$ cat config.mk
export PLATFORM = sky130hd
export DESIGN_NAME = traffic_phase_sched
export DESIGN_NICKNAME = d
export VERILOG_FILES = /design/src/rtl/traffic_phase_sched.sv
export SDC_FILE = /design/constraint.sdc
export NUM_CORES = 1
export LEC_CHECK = 0
export CAP_MARGIN = 25
export CORE_ASPECT_RATIO = 1.25
export CORE_UTILIZATION = 49
export CTS_CLUSTER_DIAMETER = 200
export DETAILED_ROUTE_END_ITERATION = 8
export PLACE_DENSITY = 0.77
export SKIP_LAST_GASP = 1
export SYNTH_ARGS = -nofsm -noshare
export SYNTH_HDL_FRONTEND = slang
export SYNTH_SLANG_ARGS = --single-unit
$ cat constraint.sdc
create_clock -name CLK -period 2.6 [get_ports CLK]
set_clock_uncertainty 0.1 [all_clocks]
set_input_delay 0.52 -clock CLK [delete_from_list [all_inputs] [get_ports CLK]]
set_output_delay 0.52 -clock CLK [all_outputs]
set_load 0.02 [all_outputs]
$ cat src/rtl/traffic_phase_sched.sv
// Two-approach (North/East) phase scheduler with a pedestrian walk phase.
// Moore lamp outputs; the phase counter and state are exported for observation.
module traffic_phase_sched #(
  parameter int CW        = 8,
  parameter int GREEN_MIN = 20,
  parameter int GREEN_MAX = 60,
  parameter int YELLOW    = 5,
  parameter int ALL_RED   = 2,
  parameter int WALK_T    = 10
) (
  input  logic          CLK,
  input  logic          CLR,
  input  logic          CAR_N,
  input  logic          CAR_E,
  input  logic          PED_REQ,
  output logic          GN,
  output logic          YN,
  output logic          RN,
  output logic          GE,
  output logic          YE,
  output logic          RE,
  output logic          WALK,
  output logic [CW-1:0] count,
  output logic [2:0]    state
);

  typedef enum logic [2:0] {
    S_NG  = 3'd0,
    S_NY  = 3'd1,
    S_ARN = 3'd2,
    S_EG  = 3'd3,
    S_EY  = 3'd4,
    S_ARE = 3'd5,
    S_WK  = 3'd6
  } st_e;

  localparam logic [CW-1:0] GMIN_M1 = CW'(GREEN_MIN - 1);
  localparam logic [CW-1:0] GMAX_M1 = CW'(GREEN_MAX - 1);
  localparam logic [CW-1:0] YEL_M1  = CW'(YELLOW - 1);
  localparam logic [CW-1:0] AR_M1   = CW'(ALL_RED - 1);
  localparam logic [CW-1:0] WALK_M1 = CW'(WALK_T - 1);

  st_e           state_q, state_d;
  logic [CW-1:0] count_q, count_d;
  logic          ped_pend_q, ped_pend_d;
  logic          last_n_q, last_n_d;   // 1: North was the last green served

  always_ff @(posedge CLK) begin
    if (CLR) begin
      state_q    <= S_NG;
      count_q    <= '0;
      ped_pend_q <= 1'b0;
      last_n_q   <= 1'b1;
    end else begin
      state_q    <= state_d;
      count_q    <= count_d;
      ped_pend_q <= ped_pend_d;
      last_n_q   <= last_n_d;
    end
  end

  always_comb begin
    state_d    = state_q;
    last_n_d   = last_n_q;
    ped_pend_d = ped_pend_q;
    count_d    = count_q;

    // Green exits on gap-out (own approach empty) once min green is met,
    // or on max-out; only when someone else is waiting.
    case (state_q)
      S_NG: if (count_q >= GMIN_M1 && (CAR_E || ped_pend_q) &&
                (count_q == GMAX_M1 || !CAR_N)) state_d = S_NY;
      S_EG: if (count_q >= GMIN_M1 && (CAR_N || ped_pend_q) &&
                (count_q == GMAX_M1 || !CAR_E)) state_d = S_EY;
      S_NY: if (count_q == YEL_M1) state_d = S_ARN;
      S_EY: if (count_q == YEL_M1) state_d = S_ARE;
      S_ARN: if (count_q == AR_M1) begin
        state_d  = ped_pend_q ? S_WK : S_EG;
        last_n_d = 1'b1;
      end
      S_ARE: if (count_q == AR_M1) begin
        state_d  = ped_pend_q ? S_WK : S_NG;
        last_n_d = 1'b0;
      end
      S_WK: if (count_q == WALK_M1) state_d = last_n_q ? S_EG : S_NG;
      default: state_d = S_NG;
    endcase

    if (state_q != S_WK && PED_REQ) ped_pend_d = 1'b1;
    if (state_d == S_WK && state_q != S_WK) ped_pend_d = 1'b0;

    if (state_d != state_q)
      count_d = '0;
    else if ((state_q == S_NG || state_q == S_EG) && count_q == GMAX_M1)
      count_d = count_q;
    else
      count_d = count_q + 1'b1;
  end

  always_comb begin
    GN = 1'b0; YN = 1'b0; RN = 1'b0;
    GE = 1'b0; YE = 1'b0; RE = 1'b0;
    WALK = 1'b0;
    case (state_q)
      S_NG:  begin GN = 1'b1; RE = 1'b1; end
      S_NY:  begin YN = 1'b1; RE = 1'b1; end
      S_EG:  begin GE = 1'b1; RN = 1'b1; end
      S_EY:  begin YE = 1'b1; RN = 1'b1; end
      S_WK:  begin RN = 1'b1; RE = 1'b1; WALK = 1'b1; end
      default: begin RN = 1'b1; RE = 1'b1; end
    endcase
  end

  assign count = count_q;
  assign state = state_q;

endmodule

==> key figures <==
Run status
  – Status: complete, no violations

Place
  – Post-Place Setup Slack: approximately 0.029 ns
  – RD Place Congestion: 0.906
  – Area post-placement: between 1000 and 1500 um^2
  – Port buffer count: 22
  – Placed insts: between 150 and 200
  – Hpwl dp: roughly 1900 um

Finish
  – Fillers: ~160
  – Final non-filler cell total: around 160
  – P&R area growth vs syn: 24.0%
  – Layout cells sized above 1: between 10% and 20%
  – Layout Nets: about 150
  – Cell area after layout: approximately 1200 um^2
  – N_diodes: 0

Setup path
  – Worst r2r path cells: 7
  – Critical path fanouts, max: 10
  – End of the critical path: GE
  – CP max-delay cell: clkdlybuf4s50_1
  – CP required: 1.98 ns
  – R2r setup slk: between 0.1 and 0.15 ns
  – CP max stage delay: ~0.67 ns
  – Critical path capture point type: output port
  – CP Launch Point: state[1]
  – Worst Path Arrival: approximately 1.9 ns
  – R2r startpoint: count[1]
  – Setup CP Type: reg -> out
  – CP Cell Sequence: nand2_1 -> nor2_1 -> clkdlybuf4s50_1
  – Critical R2R Capture: count[6]
  – Type of element launching the critical path: flip-flop

STA
  – F_max: about 400 MHz
  – Relative slew slack: 62.5%
  – WHS: between 0.5 and 0.6 ns
  – Minimum clock period: between 2 and 2.5 ns
  – Final Setup Violations: 0
  – Setup ws final: ~0.1 ns
  – Final hold vios: 0
  – Worst-Margin Slew: about 0.56 ns
  – RSZ-0062 raised after global routing: yes
  – Setup TNS: 0 ns
  – Final Max Slew Viols: 0
  – Tcrit/Tclk final: roughly 96%

Die
  – Die X: roughly 43 um
  – Core area: 1850 um^2
  – Io pins: 23
  – Die Y-Extent: 52.7 um
  – Die Area: ~2200 um^2
  – # rows: 17
  – Starting Density: 54.4%

Clock tree
  – Post-CTS setup buffers: 0
  – Clk_lat worst skew: around 0.29 ns
  – CTS Hold Bufs: 0
  – CTS tree: done
  – Longest Clk Path Bufs: 2
  – Root buffer selected by CTS: clkbuf_4
  – Clock slew at reported path FFs: ~0.09 ns
  – CTS buffer count: 3
  – CTS H-Tree Depth: 1
  – CTS sink cnt: 13

Drt
  – Vias: 1039
  – Routed Wire Length: around 2600 um
  – Routed length per placed instance: between 15 and 20 um
  – Routed Antenna Nets: 0
  – Drc violations: 0
  – Initial DRT Pass Iterations: 4
  – Via density per instance: roughly 6.4
  – DRT iter0 DRCs: 28

Synthesis
  – Post-synthesis net count: 127
  – Ys flop type: dfxtp_1
  – Top-count cell post-synth: dfxtp_1
  – Synthesized area: 1010 um^2
  – Post-Syn Instances: between 100 and 150
  – Post-synthesis sequential area ratio: approximately 26%
  – Top cell type's share of synthesized area: ~26%
  – Synth top cells by count: dfxtp_1 (13), nor2_1 (11), a211oi_1 (9)
  – Netlist cell types: between 40 and 50
  – Seq cells post-synth: 13
  – Synth top area cells: dfxtp_1 (26%), a211oi_1 (6.7%), nor2_1 (4.1%)
  – Post-synth EDFFs: 0
  – Post-synthesis area per instance: ~8.5 um^2
  – Yosys warns: 0
  – Yosys top cell by area: dfxtp_1
  – Post-synth ARST share: 0%

Power
  – Switching power: 0.000113 W
  – Logic gate share of total power: about 15%
  – PwrDens: approximately 330 nW/um^2
  – Clk pwr share: between 30% and 40%
  – Cell-internal power: 0.000293 W
  – Switching Share: between 20 and 30%
  – Pleak: about 0.46 nW
  – Seq pwr share: 52.3%
  – Worst vdd ir: approximately 310 uV

Flow run
  – Max-cap violations: 0

Global routing
  – Largest net degree at the start of global routing: 18
  – GRT Overall Usage: about a quarter
  – Global-route wire length before repair: around 4300 um
  – Initial antenna violation count: 0
  – Vias in the first global route: approximately 990
  – Total gr overflow: 0

Worst hold path
  – Type of the worst min-delay path: reg -> reg
[power by group through the flow]
stage | registers [W] | logic [W] | clock network, W
floorplan | 0.000219 | 0.0000331 | 0
global placement | 0.000217 | 0.0000581 | 0
detailed placement | 0.000217 | 0.0000594 | 0
CTS | 0.000213 | 0.0000599 | 0.000132
global route | 0.000214 | 0.0000668 | 0.000144
finish | 0.000213 | 0.0000604 | 0.000133
[timing repair]
| item | CTS | global route |
|---|---|---|
| gates resized for setup | 1 | 3 |
| pin swaps | 0 | 0 |
| endpoints found under the hold margin | 0 | 0 |
| setup endpoints to repair | 1 | 10 |
[state kept, by name, summed over array words and instances, names as in the netlist]
register and cells:
state 3, ped_pend_q 1, count 8, last_n_q 1
[through the flow]
| stage | power, W | utilization (%) |
|---|---|---|
| floorplan | 0.000252 | - |
| global placement | 0.000275 | 65.4 |
| finish | 0.000407 | 67.4 |
| CTS | 0.000404 | 67.2 |
| detailed placement | 0.000277 | 65.4 |
| global route | 0.000425 | 67.4 |
[final cells by class]
class | instances | area [um^2] | share of cell area (%)
repair buffers | 29 | 273 | 21.9
clock buffers | 4 | 26.3 | 2.11
multi-input cells | 93 | 642 | 51.5
inverters | 5 | 18.8 | 1.50
well taps | 19 | 23.8 | 1.91
flip-flops and latches | 13 | 264 | 21.2
[cells by family (layout without fill, tap and decap cells)]
kind of cell | count (synthesis) | after routing | synth area share (%)
simple gates | 50 | 50 | 28.9
compound gates | 33 | 33 | 24.4
flops | 13 | 13 | 25.9
buf+inv | 13 | 38 | 10.9
xor+xnor | 6 | 6 | 5.22
fa+ha+maj | 3 | 3 | 3.73
mux | 1 | 1 | 0.995
[worst max-delay path, delay by kind of cell (launching register included)]
kind,cells,cell delay (ns)
buffers and inverters,1,0.67
flip-flops,1,0.52
AND/OR/NAND/NOR,2,0.41
[metal layers]
metal / track usage, % / up-vias / routed length [um]
li1: - / 496 / -
met1: 30.2 / 493 / 1070
met2: 43.6 / 40 / 1270
met3: 4.48 / 10 / 162
met4: 17.2 / 0 / 71
met5: 0 / - / 0
[worst min-delay path by stage]
stage | from | to | slack (ns) | depth (start not counted)
final | count[1] | count[1] | 0.51 | 2
after detailed placement | count[1] | count[1] | 0.50 | 2
after CTS | count[1] | count[1] | 0.52 | 2
after global placement | count[1] | count[1] | 0.49 | 2
after global routing | count[0] | count[0] | 0.55 | 2
after floorplan | last_n_q | last_n_q | 0.49 | 3
[layout by cell type, fill, tap and decap left out, drive strengths merged, types with 3 or more instances in the layout]
cell,count
nor3,5
or4,4
dfxtp,13
ha,3
xor2,3
clkdlybuf4s50,22
xnor2,3
nor2b,5
a21oi,4
a211oi,9
nand3,7
inv,5
o21ai,3
and3,3
nand2,4
buf,7
nor2,11
clkbuf,4
o31ai,3
Power figures use the tool's default switching activity.
